===== config.mk =====
export PLATFORM = sky130hd
export DESIGN_NAME = alsu_seq_ctrl
export DESIGN_NICKNAME = d
export VERILOG_FILES = /design/src/rtl/alsu_seq_ctrl_pkg.sv /design/src/rtl/alsu_seq_ctrl.sv
export SDC_FILE = /design/constraint.sdc
export NUM_CORES = 1
export LEC_CHECK = 0
export ABC_AREA = 1
export CAP_MARGIN = 10
export CORE_MARGIN = 10
export CORE_UTILIZATION = 38
export CTS_BUF_LIST = sky130_fd_sc_hd__clkbuf_8
export DETAILED_ROUTE_END_ITERATION = 10
export PLACE_DENSITY_LB_ADDON = 0.05
export SYNTH_ARGS = -nofsm -noshare
export SYNTH_HDL_FRONTEND = slang
export SYNTH_SLANG_ARGS = --single-unit

===== constraint.sdc =====
create_clock -name clk -period 2.9 [get_ports clk]
set_input_delay 0.29 -clock clk [delete_from_list [all_inputs] [get_ports clk]]
set_output_delay 0.29 -clock clk [all_outputs]
set_load 0.02 [all_outputs]

===== src/rtl/alsu_seq_ctrl_pkg.sv =====
// ---------------------------------------------------------------------------
// alsu_seq_ctrl_pkg
// Shared definitions for the ALSU sequencing controller:
//   - cmd_op encodings (SHLV, SHRV, MUL, reserved)
//   - FSM state enum
//   - opcodes understood by the shared ALSU (ADD, SLL-by-1, SRL-by-1)
// Configuration macro: ALSU_SEQ_MUL_EN (enables the multiply command).
// ---------------------------------------------------------------------------
package alsu_seq_ctrl_pkg;

  typedef enum logic [1:0] {
    OP_SHLV = 2'b00,
    OP_SHRV = 2'b01,
    OP_MUL  = 2'b10,
    OP_RSVD = 2'b11
  } cmd_op_e;

  typedef enum logic [2:0] {
    ST_IDLE      = 3'd0,
    ST_SHIFT     = 3'd1,
    ST_MUL_ADD   = 3'd2,
    ST_MUL_SHIFT = 3'd3,
    ST_DONE      = 3'd4
  } state_e;

  localparam logic [2:0] ALU_ADD = 3'b000;
  localparam logic [2:0] ALU_SLL = 3'b110;
  localparam logic [2:0] ALU_SRL = 3'b111;

endpackage


===== src/rtl/alsu_seq_ctrl.sv =====
// ---------------------------------------------------------------------------
// alsu_seq_ctrl
// Multi-cycle command sequencer driving a shared, externally instantiated
// ALSU. Variable shifts are built from repeated shift-by-1 operations;
// multiply (optional) is shift-and-add.
//
// Configuration macro: ALSU_SEQ_MUL_EN
//   defined   -> cmd_op 10 performs MUL (low BUS_WIDTH bits of a*b)
//   undefined -> MUL logic absent; cmd_op 10 answers with rsp_err = 1
//
// Ports:
//   clk, rst_n            clock, async active-low reset
//   cmd_valid/cmd_ready   command handshake (ready only in IDLE)
//   cmd_op, cmd_a, cmd_b  command opcode and operands
//   rsp_valid/rsp_ready   response handshake (valid only in DONE)
//   rsp_result/zero/err   response payload, stable while rsp_valid
//   alu_Op, alu_A, alu_B  request to the shared ALSU
//   alus_result, zero_flag  ALSU answer (combinational, same cycle)
//   busy                  high in every state except IDLE
// ---------------------------------------------------------------------------
module alsu_seq_ctrl
  import alsu_seq_ctrl_pkg::*;
#(
  parameter int unsigned BUS_WIDTH = 16
) (
  input  logic                 clk,
  input  logic                 rst_n,
  input  logic                 cmd_valid,
  output logic                 cmd_ready,
  input  logic [1:0]           cmd_op,
  input  logic [BUS_WIDTH-1:0] cmd_a,
  input  logic [BUS_WIDTH-1:0] cmd_b,
  output logic                 rsp_valid,
  input  logic                 rsp_ready,
  output logic [BUS_WIDTH-1:0] rsp_result,
  output logic                 rsp_zero,
  output logic                 rsp_err,
  output logic [2:0]           alu_Op,
  output logic [BUS_WIDTH-1:0] alu_A,
  output logic [BUS_WIDTH-1:0] alu_B,
  input  logic [BUS_WIDTH-1:0] alus_result,
  input  logic                 zero_flag,
  output logic                 busy
);

  localparam int unsigned SAW = $clog2(BUS_WIDTH);

  state_e               state_q;
  logic [BUS_WIDTH-1:0] acc_q;   // shift accumulator; doubles as product for MUL
  logic [SAW-1:0]       cnt_q;
  logic                 dir_q;   // 1 = shift right
  logic                 zero_q;
  logic                 err_q;

`ifdef ALSU_SEQ_MUL_EN
  logic [BUS_WIDTH-1:0] m_q;
  logic [BUS_WIDTH-1:0] q_q;
  logic [BUS_WIDTH-1:0] q_d;

  assign q_d = q_q >> 1;
`else
  logic unused_cmd_b;
  assign unused_cmd_b = ^cmd_b[BUS_WIDTH-1:SAW];
`endif

  always_ff @(posedge clk or negedge rst_n) begin
    if (!rst_n) begin
      state_q <= ST_IDLE;
      acc_q   <= '0;
      cnt_q   <= '0;
      dir_q   <= 1'b0;
      zero_q  <= 1'b0;
      err_q   <= 1'b0;
`ifdef ALSU_SEQ_MUL_EN
      m_q     <= '0;
      q_q     <= '0;
`endif
    end else begin
      case (state_q)
        ST_IDLE: begin
          if (cmd_valid) begin
            err_q <= 1'b0;
            case (cmd_op)
              OP_SHLV, OP_SHRV: begin
                dir_q <= cmd_op[0];
                acc_q <= cmd_a;
                cnt_q <= cmd_b[SAW-1:0];
                if (cmd_b[SAW-1:0] == '0) begin
                  // no ALSU pass, so the zero flag comes from the operand
                  zero_q  <= (cmd_a == '0);
                  state_q <= ST_DONE;
                end else begin
                  state_q <= ST_SHIFT;
                end
              end
`ifdef ALSU_SEQ_MUL_EN
              OP_MUL: begin
                acc_q <= '0;
                m_q   <= cmd_a;
                q_q   <= cmd_b;
                if (cmd_b == '0) begin
                  zero_q  <= 1'b1;
                  state_q <= ST_DONE;
                end else begin
                  state_q <= ST_MUL_ADD;
                end
              end
`endif
              default: begin
                acc_q   <= '0;
                zero_q  <= 1'b1;
                err_q   <= 1'b1;
                state_q <= ST_DONE;
              end
            endcase
          end
        end

        ST_SHIFT: begin
          acc_q  <= alus_result;
          zero_q <= zero_flag;
          cnt_q  <= cnt_q - 1'b1;
          if (cnt_q == SAW'(1)) state_q <= ST_DONE;
        end

`ifdef ALSU_SEQ_MUL_EN
        ST_MUL_ADD: begin
          acc_q   <= alus_result;
          zero_q  <= zero_flag;
          state_q <= ST_MUL_SHIFT;
        end

        ST_MUL_SHIFT: begin
          m_q     <= alus_result;
          q_q     <= q_d;
          zero_q  <= zero_flag;
          state_q <= (q_d != '0) ? ST_MUL_ADD : ST_DONE;
        end
`endif

        ST_DONE: begin
          if (rsp_ready) state_q <= ST_IDLE;
        end

        default: state_q <= ST_IDLE;
      endcase
    end
  end

  // ALSU request is a pure decode of the registered state, idle value ADD 0+0
  always_comb begin
    alu_Op = ALU_ADD;
    alu_A  = '0;
    alu_B  = '0;
    case (state_q)
      ST_SHIFT: begin
        alu_Op = dir_q ? ALU_SRL : ALU_SLL;
        alu_A  = acc_q;
      end
`ifdef ALSU_SEQ_MUL_EN
      ST_MUL_ADD: begin
        alu_Op = ALU_ADD;
        alu_A  = acc_q;
        alu_B  = q_q[0] ? m_q : '0;
      end
      ST_MUL_SHIFT: begin
        alu_Op = ALU_SLL;
        alu_A  = m_q;
      end
`endif
      default: ;
    endcase
  end

  assign cmd_ready  = (state_q == ST_IDLE);
  assign busy       = (state_q != ST_IDLE);
  assign rsp_valid  = (state_q == ST_DONE);
  assign rsp_result = acc_q;
  assign rsp_zero   = zero_q;
  assign rsp_err    = err_q;

endmodule


**After elaboration in Yosys (flattened, before gate mapping)**

Cells that the tools add are included.

- Flip-flop bits (word level): 26
- Bits of input ports: 55
- Output and inout bits: 56

- Add/sub/neg operators: 1
- Equal/unequal tests: 9
- Mux-type cells: 20
- Reduce and logical (&&, ||, !) cells: 13

Operators with widths:

| cell | number |
|---|---|
| $mux 16 | 3 |
| $pmux 16 s2 | 1 |
| $mux 3 | 6 |
| $logic_not 16->1 | 1 |
| $reduce_and 3->1 | 4 |
| $pmux 3 s3 | 1 |
| $mux 4 | 2 |
| $pmux 4 s2 | 1 |
| $mux 1 | 5 |
| $eq 4x1->1 const B | 1 |
| $logic_not 4->1 | 1 |
| $ne 2x1->1 const B | 2 |
| $ne 2x2->1 const B | 2 |
| $reduce_and 2->1 | 2 |
| $sub 4x1->4 const B | 1 |
| $eq 3x1->1 const B | 1 |
| $eq 3x3->1 const B | 1 |
| $logic_not 3->1 | 1 |
| $ne 3x3->1 const B | 1 |
| $reduce_bool 3->1 | 1 |
| $eq 2x1->1 const B | 1 |
| $logic_not 2->1 | 1 |
| $pmux 1 s2 | 1 |
| $reduce_bool 2->1 | 1 |
| $reduce_or 2->1 | 1 |

**Longest topological paths before layout**

Gate-level depths: netlist of run 1.

- Depth in word-level cells: 5
- Gate-level depth with buffers: 7
- Depth with buffers taken out: 7

**Least setup slack after synthesis of run 1**

No wires, ideal clock.

- Path kind: reg-to-output
- Start point: register state_q[2]
- End point: output port alu_A[10]
- Arrival: 1,202 ps
- Required time: 2,610 ps
- Slack: 1,408 ps
- Cell stages (with the launch flop): 6
- Buffers on the path: 2
- Path through: dfrtp_1 > inv_2 > nand2_2 > buf_4 > buf_2 > nor2_1

- Cells in the longest elaborated chain, start to end: 2

Ends and longest elaborated chain:

| what | RTL line | text |
|---|---|---|
| start: declaration | alsu_seq_ctrl.sv:48 | `state_e state_q;` |
| start signal: assignment | alsu_seq_ctrl.sv:68 | `state_q <= ST_IDLE;` |
| start signal: assignment | alsu_seq_ctrl.sv:91 | `state_q <= ST_DONE;` |
| start signal: assignment | alsu_seq_ctrl.sv:93 | `state_q <= ST_SHIFT;` |
| $eq 3x1->1 | alsu_seq_ctrl.sv:155 | `case (state_q)` |
| $mux 16 | alsu_seq_ctrl.sv:155 |  |
| end: declaration | alsu_seq_ctrl.sv:39 | `output logic [BUS_WIDTH-1:0] alu_A,` |

No other way between the ends.

**Worst setup path after layout of run 1**

- Start point: register state_q[2]
- End point: output port alu_Op[1]

- Cells in the longest elaborated chain, start to end: 2

Ends and longest elaborated chain:

| what | RTL line | text |
|---|---|---|
| $eq 3x1->1 | alsu_seq_ctrl.sv:155 |  |
| $mux 3 | alsu_seq_ctrl.sv:155 |  |
| end: declaration | alsu_seq_ctrl.sv:38 | `output logic [2:0] alu_Op,` |

No other way between the ends.

==> results of run 1 <==
## cell usage after synthesis
library cell and instances:
a21o_1 1, a21oi_1 2, a31oi_1 1, buf_2 3, buf_4 20, conb_1 1, dfrtp_1 25, ha_1 2
inv_1 25, inv_2 3, nand2_1 51, nand2_2 1, nand2_4 1, nand3_1 8, nand4_1 1, nor2_1 34
nor2_2 1, o211ai_1 17, o21ai_0 6, o21ai_1 1, o22ai_1 1, xor2_1 1
## worst max-delay path by stage
| stage | end | slack [ns] | cells after the start |
|---|---|---|---|
| 2_1_floorplan | alu_A[10] | 1.41 | 5 |
| 3_3_place_gp | alu_Op[2] | 0.90 | 4 |
| 3_5_place_dp | alu_Op[1] | 0.86 | 4 |
| 4_1_cts | alu_Op[1] | 0.56 | 4 |
| 5_1_grt | alu_Op[2] | 0.46 | 4 |
| 6_report | alu_Op[1] | 0.58 | 4 |
## metal layers
layer,track usage,share of wire,wire [um]
met1,0.1715,0.43,2133
met2,0.2123,0.43,2134
met3,0.06641,0.13,652
met4,0.01846,0,0
met5,0,0,0
## state kept, by name, indices dropped and copies added, names as in the netlist
signal	count
cnt_q	4
dir_q	1
rsp_err	1
rsp_result	16
rsp_zero	1
state_q	2
## power breakdown
part	internal, uW	total [uW]	switching, uW
Clock	94.9	213	118
Sequential	503	587	84.2
Combinational	536	1280	740
## worst max-delay path, delay by kind of cell, from the launching register on
| family | cells | cell delay, ns |
|---|---|---|
| flops | 1 | 0.41 |
| buf+inv | 3 | 1.16 |
| simple gates | 1 | 0.19 |
## metrics by stage
step	hold WS (ns)	util	cell area [um^2]	instances	total power [uW]
3_3_place_gp	0.4819	0.6105	2302	330	1866
2_1_floorplan	-0.005591	-	1572	221	1342
3_5_place_dp	0.4762	0.6105	2302	330	1877
5_1_grt	0.4134	0.6224	2347	334	2233
6_report	0.3818	0.6224	2347	334	2075
4_1_cts	0.3959	0.6224	2347	334	2098
## area by class of cell
| cell class | count | area, um^2 | share of cell area |
|---|---|---|---|
| Tap cell | 48 | 60.06 | 0.02559 |
| Multi-Input combinational cell | 145 | 675.6 | 0.2878 |
| Inverter | 28 | 105.1 | 0.04478 |
| Clock inverter | 1 | 3.754 | 0.001599 |
| Sequential cell | 25 | 625.6 | 0.2665 |
| Clock buffer | 3 | 41.29 | 0.01759 |
| Timing Repair Buffer | 84 | 835.8 | 0.3561 |
## cell families after synthesis
| kind of cell | Yosys count | synth area share |
|---|---|---|
| adders and majority gates | 2 | 0.01651 |
| xor gates and xnor gates | 1 | 0.005781 |
| other | 1 | 0.002475 |
| and+or+nand+nor | 97 | 0.2568 |
| AOI/OAI and AO/OA | 29 | 0.1272 |
| buffers and inverters | 51 | 0.1784 |
| DFF | 25 | 0.4129 |
==> out/results.ini, run 1 <==
[yosys]
synthCells=206
ys_types=22
ys_ff_latch=25
synth_top_cell_by_area=dfrtp_1
yosysSeqAreaShare=0.4129
synth_top_cell_area_share=0.4129
synth_area_um2=1515
yosys-top-cells-area=dfrtp_1, nand2_1, buf_4
synth.avg_cell_area_um2=7.355
yosysWarnings=0

[min_path]
hold_path.class=primary input to async pin

[setup_path]
worstSetupStartpoint=state_q[2]$_DFFE_PN0P_
cp_slowest_cell=clkdlybuf4s50_1
path_max_fanout=22
rr_worst_depth=7
critPathRequiredTime_ns=2.61
timing.rr.start=state_q[0]$_DFFE_PN0P_
critPathCaptureType=output port
crit_path_frequent_cell=inv_2
reg2reg_to=rsp_zero$_DFFE_PN0P_
path_cells=inv_2, nand2_2, inv_2, clkdlybuf4s50_1
r2r_slack_ns=1.28
worstSetupStartpointType=flip-flop
slowest_delay_ns=0.69
critPathKind=flip-flop to output port
critPathArrivalTime_ns=2.03

[sta]
timing.setup.tns_ns=0
rsz0062_at_grt=no
skew_ns=0.002433
final.min_clock_period_ns=2.324
fmaxAchievable_mhz=430.3
finalHoldViolCount=0
finalMaxSlewViolations=0
final-setup-viol-count=0
min_period_over_period=0.8013
setup_ws_ns=0.5762

[route]
wl_per_cell_um=14.73
drtPass1Iterations=4
route.detailed.drc=0
vias=1526
routed_via_density=4.569
drt_iter0_markers=52
totalWireLength_um=4920
postRouteAntennaNets=0

[clock_tree]
cts_setup_buffers=0
cts_root_buf=clkbuf_8
cts_max_level=1
cts_resized=0
clock_sinks=25
ctsHoldBuffers=0
clockBufferDepth=2
cts_tree=yes
cts.clk_slew.worst_paths_ns=0.09
cts_buffers=3
clk_latency_ns=0.27

[layout]
nets=344
diodes=0
nFillCells=356
area_delta_synth_final_pct=54.91
drive_above_1_share=0.03846
final_common_cell=clkdlybuf4s50_1
final_cell_mix=clkdlybuf4s50_1, nand2_1, nor2_1, inv_1, dfrtp_1

[floorplanning]
die_w_um=83.15
start_util=0.4018
num_rows=22
die_y_um=83.15
coreArea_um2=3771
io_pins=111
dieArea_um2=6913

[global_route]
grt_max_degree=26
grt_pass1_vias=1611
grtUsageTotal=0.1372
grt_pass1_wl_um=8052
grt.overflow.total=0
antenna_found_initial=0

[placement]
port_buffers=82
gp_congestion=0.7651
pre_cts_ws_ns=0.8634
dp.final_hpwl_um=3844

[run_status]
status=finished, final reports clean

[power]
vdd_drop_max_mv=0.5086
p_leak_uw=0.001043
p_per_area_nw_per_um2=884.2

[flow_run]
cap_violations=0

Note: power is estimated with default switching activity, not from simulation.
==> run 2: changes to the inputs <==
CORE_UTILIZATION = 35   (was 38)
clock period = 2.2 ns   (was 2.9 ns; I/O delays follow)
==> out/results.ini, run 2 (synthesis results as in run 1) <==
[run_status]
status=finished, final reports clean

[layout]
final_common_cell=clkdlybuf4s50_1
drive_above_1_share=0.04181  ; +0.003350
register_area_um2=625.6  ; unchanged
nFillCells=410  ; +15%
largest_reg_flops=16  ; unchanged
area_delta_synth_final_pct=56.57
final_cell_mix=clkdlybuf4s50_1, nand2_1, nor2_1, inv_1, dfrtp_1
nets=345  ; +0.29%
diodes=0  ; unchanged
multi_input_area_um2=675.6  ; unchanged

[sta]
finalMaxSlewViolations=0  ; unchanged
finalHoldViolCount=0  ; unchanged
skew_ns=0.003025  ; +0.0005919 ns
min_period_over_period=0.9352
fmaxAchievable_mhz=486.0
rsz0062_at_grt=no
timing.setup.tns_ns=0  ; unchanged
final-setup-viol-count=0  ; unchanged
final.min_clock_period_ns=2.057
hold-worst-slack_ns=0.3157  ; -0.06608 ns

[floorplanning]
die_y_um=85.80  ; +3.2%
die_w_um=85.80  ; +3.2%
io_pins=111  ; unchanged
dieArea_um2=7361  ; +6.5%
num_rows=23  ; +4.5%
start_util=0.3708  ; -0.03100
coreArea_um2=4086  ; +8.4%

[route]
routed_via_density=4.516  ; -1.1%
vias=1522  ; -0.26%
route.detailed.drc=0  ; unchanged
totalWireLength_um=4878  ; -0.85%
wl_per_cell_um=14.47  ; -1.7%
drt_iter0_markers=59  ; +13%
postRouteAntennaNets=0  ; unchanged
drtPass1Iterations=4  ; unchanged

[global_route]
antenna_found_initial=0  ; unchanged
grt_pass1_wl_um=8010  ; -0.52%
grt_max_degree=26  ; unchanged
grt_pass1_vias=1601  ; -0.62%
grtUsageTotal=0.1337  ; -0.003435
grt.overflow.total=0  ; unchanged

[setup_path]
critPathRequiredTime_ns=1.98  ; -0.63 ns
rr_worst_depth=8  ; +1
r2r_slack_ns=0.75  ; -0.53 ns
critPathArrivalTime_ns=1.84  ; -0.19 ns
path_max_fanout=19  ; -14%
critPathCaptureType=output port
critPathKind=flip-flop to output port
worstSetupStartpointType=flip-flop

[clock_tree]
cts_root_buf=clkbuf_8
cts_setup_buffers=0  ; unchanged
clk_latency_ns=0.26  ; about the same
clock_sinks=25  ; unchanged
cts_buffers=3  ; unchanged
clockBufferDepth=2  ; unchanged
cts_resized=0  ; unchanged
cts.clk_slew.worst_paths_ns=0.09  ; about the same
cts_max_level=1  ; unchanged
ctsHoldBuffers=0  ; unchanged
cts_tree=yes

[placement]
port_buffers=82  ; unchanged
dp.final_hpwl_um=3889  ; +1.2%
gp_congestion=0.7995  ; +4.5%

[power]
power_uw=2745  ; +32%
p_leak_uw=0.001072  ; +2.8%
p_per_area_nw_per_um2=1157  ; +31%
vdd_drop_max_mv=0.7635  ; +50%

[min_path]
hold_path.class=primary input to async pin

[flow_run]
cap_violations=0  ; unchanged

-- run 2: cell types whose count changed in the layout (fill, tap and decap cells not counted), sizes merged --
cell	delta
buf	+1
clkdlybuf4s50	-1
dlymetal6s2s	+1
-- run 2: per-stage QoR --
stage | util | cell area, um^2 | setup slack (ns) | instances
after floorplan | - | 1572 | 0.7776 | 221
after global placement | 0.5689 | 2325 | 0.4295 | 333
after global routing | 0.5805 | 2372 | 0.007700 | 337
final | 0.5805 | 2372 | 0.1425 | 337
after detailed placement | 0.5689 | 2325 | 0.4186 | 333
after CTS | 0.5799 | 2370 | 0.1015 | 337
-- run 2: metal layers --
| layer | track usage | routed length [um] |
|---|---|---|
| met1 | 0.1680 | 2247 |
| met2 | 0.1982 | 2038 |
| met3 | 0.06812 | 562 |
| met4 | 0.03144 | 29 |
| met5 | 0 | 0 |
-- run 2: where the power goes --
part / internal, uW / switching [uW]
sequential: 663 / 113
combinational: 732 / 969
clock: 125 / 143
total: 1520 / 1220
-- run 2: final timing paths --
check,from,end
worst max-delay path,state_q[2]$_DFFE_PN0P_,alu_A[12]
worst min-delay path,rst_n,rsp_result[5]$_DFFE_PN0P_
worst max register to register,state_q[2]$_DFFE_PN0P_,rsp_zero$_DFFE_PN0P_
worst min register to register,rsp_zero$_DFFE_PN0P_,rsp_zero$_DFFE_PN0P_
max in group asynchronous,rst_n,dir_q$_DFFE_PN0P_
min in group clk,rsp_zero$_DFFE_PN0P_,rsp_zero$_DFFE_PN0P_
-- run 2: critical path, stage by stage (launching register included) --
cell and delay, ns:
dfrtp_1 0.40, inv_2 0.09, nand2_2 0.16, buf_12 0.21, nor2_1 0.10, clkdlybuf4s50_1 0.62
-- run 2: cell type report --
| cell class | instances | share of cell area |
|---|---|---|
| inverter | 28 | 0.04430 |
| multi-input combinational | 145 | 0.2848 |
| sequential | 25 | 0.2637 |
| tap | 50 | 0.02637 |
| clock buffer | 3 | 0.01741 |
| timing repair buffer | 85 | 0.3618 |
| clock inverter | 1 | 0.001582 |
==> run 3: changes to the inputs <==
--- a/config.mk
+++ b/config.mk
@@ -16,2 +16,3 @@
 export SYNTH_HDL_FRONTEND = slang
 export SYNTH_SLANG_ARGS = --single-unit
+export TNS_END_PERCENT = 5
==> constraint.sdc (replaced) <==
create_clock -name clk -period 2.2 [get_ports clk]
set_input_delay 0.22 -clock clk [delete_from_list [all_inputs] [get_ports clk]]
set_output_delay 0.22 -clock clk [all_outputs]
set_load 0.005 [all_outputs]
==> out/results.ini, run 3 (synthesis results as in run 1) <==
[route]
drt_iter0_markers=55  ; -6.8%
drtPass1Iterations=4  ; unchanged
routed_via_density=4.579  ; +1.4%
met2_length_um=2184  ; +7.2%
wl_per_cell_um=15.00  ; +3.6%
postRouteAntennaNets=0  ; unchanged
wl_met1_um=2265  ; +0.80%
top_layer_used=met4
met3_length_um=586  ; +4.3%
route.detailed.drc=0  ; unchanged
vias=1543  ; +1.4%
totalWireLength_um=5055  ; +3.6%

[setup_path]
path_max_fanout=18  ; -1
critPathRequiredTime_ns=1.98  ; about the same
worstSetupStartpointType=flip-flop
critPathKind=flip-flop to output port
reg2reg_to=cnt_q[1]$_DFFE_PN0P_
timing.rr.start=state_q[2]$_DFFE_PN0P_
worstSetupStartpoint=state_q[2]$_DFFE_PN0P_
critPathCaptureType=output port
critPathArrivalTime_ns=1.75  ; -0.09 ns
rr_worst_depth=7  ; -1
r2r_slack_ns=0.67  ; -0.08 ns

[global_route]
grtUsageTotal=0.1353  ; +0.001618
grt.overflow.total=0  ; unchanged
grt_pass1_wl_um=8245  ; +2.9%
grt_max_degree=26  ; unchanged
antenna_found_initial=0  ; unchanged
grt_pass1_vias=1647  ; +2.9%

[power]
power_uw=2462  ; -10%
vdd_drop_max_mv=0.6850  ; -10%
p_leak_uw=0.001054  ; -1.7%
p_per_area_nw_per_um2=1039  ; -10%

[floorplanning]
coreArea_um2=4086  ; unchanged
num_rows=23  ; unchanged
dieArea_um2=7361  ; unchanged
die_y_um=85.80  ; unchanged
io_pins=111  ; unchanged
die_w_um=85.80  ; unchanged
start_util=0.3708  ; unchanged

[clock_tree]
cts_root_buf=clkbuf_8
cts_tree=yes
ctsHoldBuffers=0  ; unchanged
clk_latency_ns=0.26  ; about the same
clockBufferDepth=2  ; unchanged
cts.clk_slew.worst_paths_ns=0.09  ; about the same
cts_setup_buffers=0  ; unchanged
clock_sinks=25  ; unchanged
cts_max_level=1  ; unchanged
cts_resized=0  ; unchanged
cts_buffers=3  ; unchanged

[layout]
nets=345  ; unchanged
largest_reg_flops=16  ; unchanged
final_cell_mix=clkdlybuf4s50_1, nand2_1, nor2_1, inv_1, dfrtp_1
diodes=0  ; unchanged
nFillCells=420  ; +2.4%
drive_above_1_share=0.04181  ; unchanged
register_area_um2=625.6  ; unchanged
area_delta_synth_final_pct=56.40
final_common_cell=clkdlybuf4s50_1
multi_input_area_um2=675.6  ; unchanged

[sta]
rsz0062_at_grt=no
finalHoldViolCount=0  ; unchanged
final.min_clock_period_ns=1.973  ; -0.08478 ns
timing.setup.tns_ns=0  ; unchanged
min_period_over_period=0.8967  ; -0.03854
skew_ns=0.004027  ; +0.001002 ns
fmaxAchievable_mhz=506.9  ; +4.3%
finalMaxSlewViolations=0  ; unchanged
final-setup-viol-count=0  ; unchanged

[flow_run]
cap_violations=0  ; unchanged

[min_path]
hold_path.class=primary input to async pin

[run_status]
status=finished, final reports clean

[placement]
gp_congestion=0.7951  ; -0.55%
port_buffers=82  ; unchanged
dp.final_hpwl_um=4023  ; +3.4%

-- run 3: final cells by class --
cell class              instances  area share
clock buffers                   3     0.01742
flip-flops and latches         25      0.2640
multi-input cells             145      0.2851
clock inverters                 1    0.001584
repair buffers                 85      0.3611
well taps                      50     0.02640
inverters                      28     0.04435
-- run 3: metal layers --
layer,global-route usage,vias up
met5,0,-
met4,0.02246,0
met3,0.06623,2
met2,0.2084,72
met1,0.1687,694
li1,-,775
-- run 3: how the worst max path moves through the flow --
| stage | to | cells past startpoint |
|---|---|---|
| final | alu_A[0] | 5 |
| after global routing | alu_A[2] | 5 |
| after CTS | alu_A[0] | 5 |
| after detailed placement | alu_A[0] | 5 |
| after global placement | alu_A[15] | 5 |
| after floorplan | alu_A[10] | 5 |
-- run 3: power breakdown --
part / switching (uW) / total (uW) / internal [uW]
logic: 682 / 1410 / 729
registers: 117 / 780 / 663
clock network: 146 / 271 / 125
-- run 3: worst max-delay path: stages, from the launching register on --
cell	delay, ns
dfrtp_1	0.40
inv_2	0.08
nand2_2	0.17
buf_12	0.22
nor2_1	0.09
clkdlybuf4s50_1	0.52
-- run 3: stage by stage --
step                hold WS, ns  setup slack (ns)    util  instance area [um^2]  cells
floorplan              -0.07559            0.9615       -                  1572    221
global placement         0.4761            0.5073  0.5689                  2325    333
detailed placement       0.4658            0.4924  0.5689                  2325    333
CTS                      0.3388            0.2030  0.5799                  2370    337
global route             0.3404           0.09226  0.5799                  2370    337
finish                   0.3194            0.2273  0.5799                  2370    337
